`src/rtl/csa_acc_pkg.sv`:
```
// Shared definitions for the carry-save operand accumulator.
// Holds the FSM state encodings and the default operand/counter widths.
package csa_acc_pkg;

  localparam int unsigned N_DEF     = 64;
  localparam int unsigned CNT_W_DEF = 8;

  typedef enum logic [1:0] {
    IDLE = 2'd0,
    ACC  = 2'd1,
    OUT  = 2'd2
  } state_t;

endpackage

```
`src/rtl/csa_operand_accumulator_if.sv`:
```
// Handshake bundle between an operand source, the accumulator and the
// downstream adder stage.
//   in_valid/in_ready/in_data/in_last : operand stream into the accumulator
//   out_valid/out_ready               : result handshake
//   out_a/out_b/out_cin               : redundant result for the adder
//   out_count                         : operands in packet (CSA_ACC_COUNT_EN only)
// slave modport is the accumulator side, master modport the environment side.
interface csa_operand_accumulator_if #(
  parameter int unsigned N     = 64,
  parameter int unsigned CNT_W = 8
) ();
  logic         in_valid;
  logic         in_ready;
  logic [N-1:0] in_data;
  logic         in_last;
  logic         out_valid;
  logic         out_ready;
  logic [N-1:0] out_a;
  logic [N-1:0] out_b;
  logic         out_cin;
`ifdef CSA_ACC_COUNT_EN
  logic [CNT_W-1:0] out_count;
`endif

  modport slave (
    input  in_valid, in_data, in_last, out_ready,
    output in_ready, out_valid, out_a, out_b, out_cin
`ifdef CSA_ACC_COUNT_EN
    , output out_count
`endif
  );

  modport master (
    output in_valid, in_data, in_last, out_ready,
    input  in_ready, out_valid, out_a, out_b, out_cin
`ifdef CSA_ACC_COUNT_EN
    , input out_count
`endif
  );
endinterface

```
`src/rtl/csa_3to2.sv`:
```
// Bitwise full-adder row (3:2 compressor).
//   x, y, z : N-bit inputs
//   s       : bitwise sum  x ^ y ^ z
//   maj     : bitwise majority (unshifted carry)
module csa_3to2 #(
  parameter int unsigned N = 64
) (
  input  logic [N-1:0] x,
  input  logic [N-1:0] y,
  input  logic [N-1:0] z,
  output logic [N-1:0] s,
  output logic [N-1:0] maj
);
  always_comb begin
    s   = x ^ y ^ z;
    maj = (x & y) | (x & z) | (y & z);
  end
endmodule

```
`src/rtl/csa_operand_accumulator.sv`:
```
// Accumulates a packet of N-bit operands in carry-save form (S, C) and
// presents the redundant pair to a downstream N-bit adder.
//   clk  : clock, rising edge
//   rst  : synchronous active-high reset
//   bus  : csa_operand_accumulator_if.slave
//          (in_valid/in_ready/in_data/in_last, out_valid/out_ready,
//           out_a = S, out_b = C, out_cin = 0)
// Optional macro CSA_ACC_COUNT_EN adds bus.out_count, the saturating
// number of operands accepted in the current packet.
module csa_operand_accumulator
  import csa_acc_pkg::*;
#(
  parameter int unsigned N     = N_DEF,
  parameter int unsigned CNT_W = CNT_W_DEF
) (
  input  logic                      clk,
  input  logic                      rst,
  csa_operand_accumulator_if.slave  bus
);

  state_t       r_state;
  state_t       w_next;
  logic [N-1:0] r_s;
  logic [N-1:0] r_c;
  logic [N-1:0] w_s;
  logic [N-1:0] w_maj;
  logic [N-1:0] w_c;
  logic         w_in_ready;
  logic         w_out_valid;
  logic         w_accept;
  logic         w_done;

  csa_3to2 #(.N(N)) u_csa (
    .x   (r_s),
    .y   (r_c),
    .z   (bus.in_data),
    .s   (w_s),
    .maj (w_maj)
  );

  // Carry weight doubles; the top majority bit falls off (mod 2^N).
  assign w_c = w_maj << 1;

  assign w_accept = bus.in_valid && w_in_ready;
  assign w_done   = w_out_valid && bus.out_ready;

  always_comb begin
    w_next      = r_state;
    w_in_ready  = 1'b0;
    w_out_valid = 1'b0;
    unique case (r_state)
      IDLE, ACC: begin
        w_in_ready = 1'b1;
        if (bus.in_valid) begin
          w_next = bus.in_last ? OUT : ACC;
        end
      end
      OUT: begin
        w_out_valid = 1'b1;
        if (bus.out_ready) begin
          w_next = IDLE;
        end
      end
      default: w_next = IDLE;
    endcase
  end

  always_ff @(posedge clk) begin
    if (rst) begin
      r_state <= IDLE;
      r_s     <= '0;
      r_c     <= '0;
    end else begin
      r_state <= w_next;
      if (w_accept) begin
        r_s <= w_s;
        r_c <= w_c;
      end else if (w_done) begin
        r_s <= '0;
        r_c <= '0;
      end
    end
  end

`ifdef CSA_ACC_COUNT_EN
  logic [CNT_W-1:0] r_count;

  always_ff @(posedge clk) begin
    if (rst) begin
      r_count <= '0;
    end else if (w_accept) begin
      if (r_count != '1) begin
        r_count <= r_count + 1'b1;
      end
    end else if (w_done) begin
      r_count <= '0;
    end
  end

  assign bus.out_count = r_count;
`endif

  assign bus.in_ready  = w_in_ready;
  assign bus.out_valid = w_out_valid;
  assign bus.out_a     = r_s;
  assign bus.out_b     = r_c;
  assign bus.out_cin   = 1'b0;

endmodule

```
`src/flat_wrapper.sv`:
```
// flat-port wrapper written by rule: the top's interface ports become plain ports
module csa_operand_accumulator_flat import csa_acc_pkg::*;
#(
  parameter int unsigned N     = N_DEF,
  parameter int unsigned CNT_W = CNT_W_DEF
)
  (clk, rst, bus_in_valid, bus_in_data, bus_in_last, bus_out_ready, bus_in_ready, bus_out_valid, bus_out_a, bus_out_b, bus_out_cin);
  csa_operand_accumulator_if #(.N(N), .CNT_W(CNT_W)) bus_i ();
  input  logic clk;
  input  logic rst;
  input wire logic [$bits(bus_i.in_valid)-1:0] bus_in_valid;
  input wire logic [$bits(bus_i.in_data)-1:0] bus_in_data;
  input wire logic [$bits(bus_i.in_last)-1:0] bus_in_last;
  input wire logic [$bits(bus_i.out_ready)-1:0] bus_out_ready;
  output wire logic [$bits(bus_i.in_ready)-1:0] bus_in_ready;
  output wire logic [$bits(bus_i.out_valid)-1:0] bus_out_valid;
  output wire logic [$bits(bus_i.out_a)-1:0] bus_out_a;
  output wire logic [$bits(bus_i.out_b)-1:0] bus_out_b;
  output wire logic [$bits(bus_i.out_cin)-1:0] bus_out_cin;
  assign bus_i.in_valid = bus_in_valid;
  assign bus_i.in_data = bus_in_data;
  assign bus_i.in_last = bus_in_last;
  assign bus_i.out_ready = bus_out_ready;
  assign bus_in_ready = bus_i.in_ready;
  assign bus_out_valid = bus_i.out_valid;
  assign bus_out_a = bus_i.out_a;
  assign bus_out_b = bus_i.out_b;
  assign bus_out_cin = bus_i.out_cin;
  csa_operand_accumulator #(.N(N), .CNT_W(CNT_W)) u_core (.clk(clk), .rst(rst), .bus(bus_i));
endmodule
```
`config.mk`:
```
export PLATFORM = sky130hd
export DESIGN_NAME = csa_operand_accumulator_flat
export DESIGN_NICKNAME = d
export VERILOG_FILES = /design/src/rtl/csa_acc_pkg.sv /design/src/rtl/csa_operand_accumulator_if.sv /design/src/rtl/csa_3to2.sv /design/src/rtl/csa_operand_accumulator.sv /design/src/flat_wrapper.sv
export SDC_FILE = /design/constraint.sdc
export NUM_CORES = 1
export LEC_CHECK = 0
export BUFFER_PORTS_ARGS = -buffer_cell sky130_fd_sc_hd__buf_2
export CORE_ASPECT_RATIO = 1.2
export CORE_UTILIZATION = 49
export CTS_BUF_LIST = sky130_fd_sc_hd__clkbuf_8 sky130_fd_sc_hd__clkbuf_16
export DETAILED_ROUTE_END_ITERATION = 10
export GPL_TIMING_DRIVEN = 1
export PLACE_DENSITY = 0.9
export SLEW_MARGIN = 15
export SYNTH_ARGS = -nofsm -noshare
export SYNTH_HDL_FRONTEND = slang
export SYNTH_SLANG_ARGS = --single-unit
export TNS_END_PERCENT = 100
```
`constraint.sdc`:
```
create_clock -name clk -period 1.5 [get_ports clk]
set_input_delay 0.3 -clock clk [delete_from_list [all_inputs] [get_ports clk]]
set_output_delay 0.3 -clock clk [all_outputs]
set_load 0.02 [all_outputs]
```
==> reports/results.txt <==
Status: finished, final reports clean
Synthesized cell area: 5230 um^2
Most common cell after layout, fill and taps aside: buf_2
Final Hold Viols: 0
Vias per inst: 5.51
Gate Count Post-Synth: 365
Final setup viols: 0
# clock sinks: 129
Initial Util: 51.2%
Initial antenna violation count: 0
Row cnt: 40
IO Port Bufs: 197
Pin count of the biggest net entering global routing: 49
H-tree lvl count: 4
Place WS: -0.0119 ns
Worst-Skew Late Latency: 0.40 ns
Post-DRT Antenna Nets: 0
Core area: 10,200 um^2
Final Wtd Congestion: 0.787
Hold WC Path Type: input pin to flop
Vias in the first global route: 3,967
Most frequent cells in the layout: buf_2 (197), dfxtp_1 (129), a22o_1 (124)
Die area: 11,100 um^2
GRT overflow: 0
Fin worst setup slack: 0.0340 ns
Clock network fraction of design power: 40.3%
WL/cell: 18.0 um
Crit path capture type: primary output
Final std cells w/o fill: 709
Seq pwr share: 44.1%
Distinct cells, synth: 25
Switching share of power: 28.0%
Die Wd: 96.3 um
Max frequency: 682 MHz
Top-level port count: 200
Detailed Route Iter0 Violations: 168
P_leak: 3.47 nW
Ratio of cells with drive above 1 in the final layout: 42.2%
Fillcell total: 755
Total internal power: 6.38 mW
Routed WL: 12,700 um
Max capacitance violation total: 0
Data required, critical path: 1.20 ns
Ys Warns: 0
Pre-antenna DRT Iters: 4
Clock-pin slew on the worst setup and hold paths: 0.05 ns
# nets final: 702
Pwr Density: 1260 nW/um^2
Slew Limit Fails: 0
Cts bufs inserted: 17
Unrepaired setup endpoints after global routing: true
Startpoint types: flop
# DRC: 0
Post-synthesis sequential area ratio: 49.4%
Via count: 3,905
Comb pwr share: 15.6%
CTS tree: done
Die Y: 115 um
Critical path class: flop to primary output
IR drop worst, VDD: 0.676 mV
GRT Total Usage: 23.3%
First-pass GRT wire length: 19,500 um
Worst-path cell chain: and2b_1 -> buf_2
Register bit total from synthesis: 129
CP arrival: 1.17 ns
Placed cell count: 673
Final core occ: 68.7%
Fin crit period: 1.47 ns
Slowest-stage cell, CP: dfxtp_1
Syn avg cell area: 14.3 um^2
Clock Path Buffers: 2
Crit-path max FO: 3
Area grow syn2layout: 34.1%
Final Cycle Share: 97.7%
Fin Clk Skew: 0.0133 ns
Net load switching power: 2.48 mW
Post-CTS Hold Fix Bufs: 0
CP max stage delay: 0.31 ns
Root buf cell: clkbuf_16
Antenna cell count: 0
DP HPWL: 8880 um
## synth_stat cells
| cell | number | area [um^2] |
|---|---|---|
| a2111oi_0 | 1 | 8.76 |
| a211o_1 | 1 | 8.76 |
| a21oi_1 | 1 | 5.00 |
| a221oi_2 | 1 | 15.0 |
| a22o_1 | 124 | 1090 |
| and2b_1 | 1 | 7.51 |
| and3_1 | 1 | 6.26 |
| buf_2 | 16 | 80.1 |
| buf_4 | 3 | 22.5 |
| buf_6 | 4 | 45.0 |
| clkbuf_1 | 6 | 22.5 |
| conb_1 | 1 | 3.75 |
| dfxtp_1 | 129 | 2580 |
| fa_1 | 62 | 1240 |
| ha_1 | 1 | 12.5 |
| inv_1 | 3 | 11.3 |
| inv_2 | 1 | 3.75 |
| nand2b_1 | 1 | 6.26 |
| nand3_1 | 1 | 5.00 |
| nor2_1 | 1 | 3.75 |
| nor3_1 | 1 | 5.00 |
| nor3b_2 | 1 | 12.5 |
| o2bb2ai_1 | 2 | 17.5 |
| or3b_2 | 1 | 8.76 |
| xnor2_1 | 1 | 8.76 |
## worst max-delay path, delay by kind of cell (launching register included)
family / cells / cell delay (ns)
simple gates: 1 / 0.26
buf+inv: 1 / 0.19
flops: 1 / 0.31
## power by group through the flow
stage	combinational (mW)	clock (mW)	sequential (mW)
after CTS	1.36	3.62	3.91
after floorplan	0.527	0	4.22
final	1.38	3.57	3.91
after global routing	1.51	3.79	3.95
after global placement	1.26	0	3.95
after detailed placement	1.32	0	3.98
## path summary, 6_finish.rpt
path | from | end | slack, ns | depth (start not counted)
min | bus_in_last | u_core.r_state[0]$_SDFFE_PP0P_ | 0.14 | 2
min reg2reg | u_core.bus.out_a[56]$_SDFFE_PP0P_ | u_core.bus.out_a[56]$_SDFFE_PP0P_ | 0.51 | 1
max reg2reg | u_core.r_state[0]$_SDFFE_PP0P_ | u_core.bus.out_a[18]$_SDFFE_PP0P_ | 0.04 | 5
max | u_core.r_state[0]$_SDFFE_PP0P_ | bus_out_valid | 0.03 | 2
## logic make-up after synthesis
kind of cell,Yosys count,synth area share [%]
XOR/XNOR,1,0.167
AO/OA/AOI/OAI,130,21.8
other,1,0.0717
buffers and inverters,33,3.54
AND/OR/NAND/NOR,8,1.05
flip-flops,129,49.4
adder cells (fa/ha/maj),63,24.0
## per-stage QoR
step / total power, mW / hold WS [ns] / area (um^2) / setup TNS [ns]
3_5_place_dp: 5.30 / 0.494 / 6400 / -0.0447
4_1_cts: 8.89 / 0.130 / 6950 / 0
5_1_grt: 9.24 / 0.145 / 7010 / -0.0939
3_3_place_gp: 5.21 / 0.472 / 6400 / 0
6_report: 8.85 / 0.143 / 7010 / 0
2_1_floorplan: 4.74 / 0.369 / 5230 / 0
## state kept, by name, indices dropped and copies added (netlist names)
name / cells
u_core.r_state: 2
u_core.bus.out_a: 64
u_core.bus.out_b: 63
## routing by layer
metal	track usage, %	share of wire, %
met5	0	0
met4	8.43	1.6
met3	6.68	6.4
met2	40.0	52
met1	27.6	40
## timing repair
item	in CTS	in global routing
endpoints found under the setup margin	53	39
pin swaps	1	0
resized for setup	2	1
cloned	1	2
buffers inserted	1	0
## layout make-up
| cell class | instances | area (um^2) | share of cell area, % |
|---|---|---|---|
| flip-flops and latches | 129 | 2580 | 36.8 |
| multi-input cells | 204 | 2480 | 35.4 |
| repair buffers | 214 | 1250 | 17.9 |
| clock buffers | 18 | 439 | 6.26 |
| well taps | 126 | 158 | 2.25 |
| clock inverters | 14 | 78.8 | 1.12 |
| inverters | 4 | 15.0 | 0.214 |
Power figures use the tool's default switching activity.
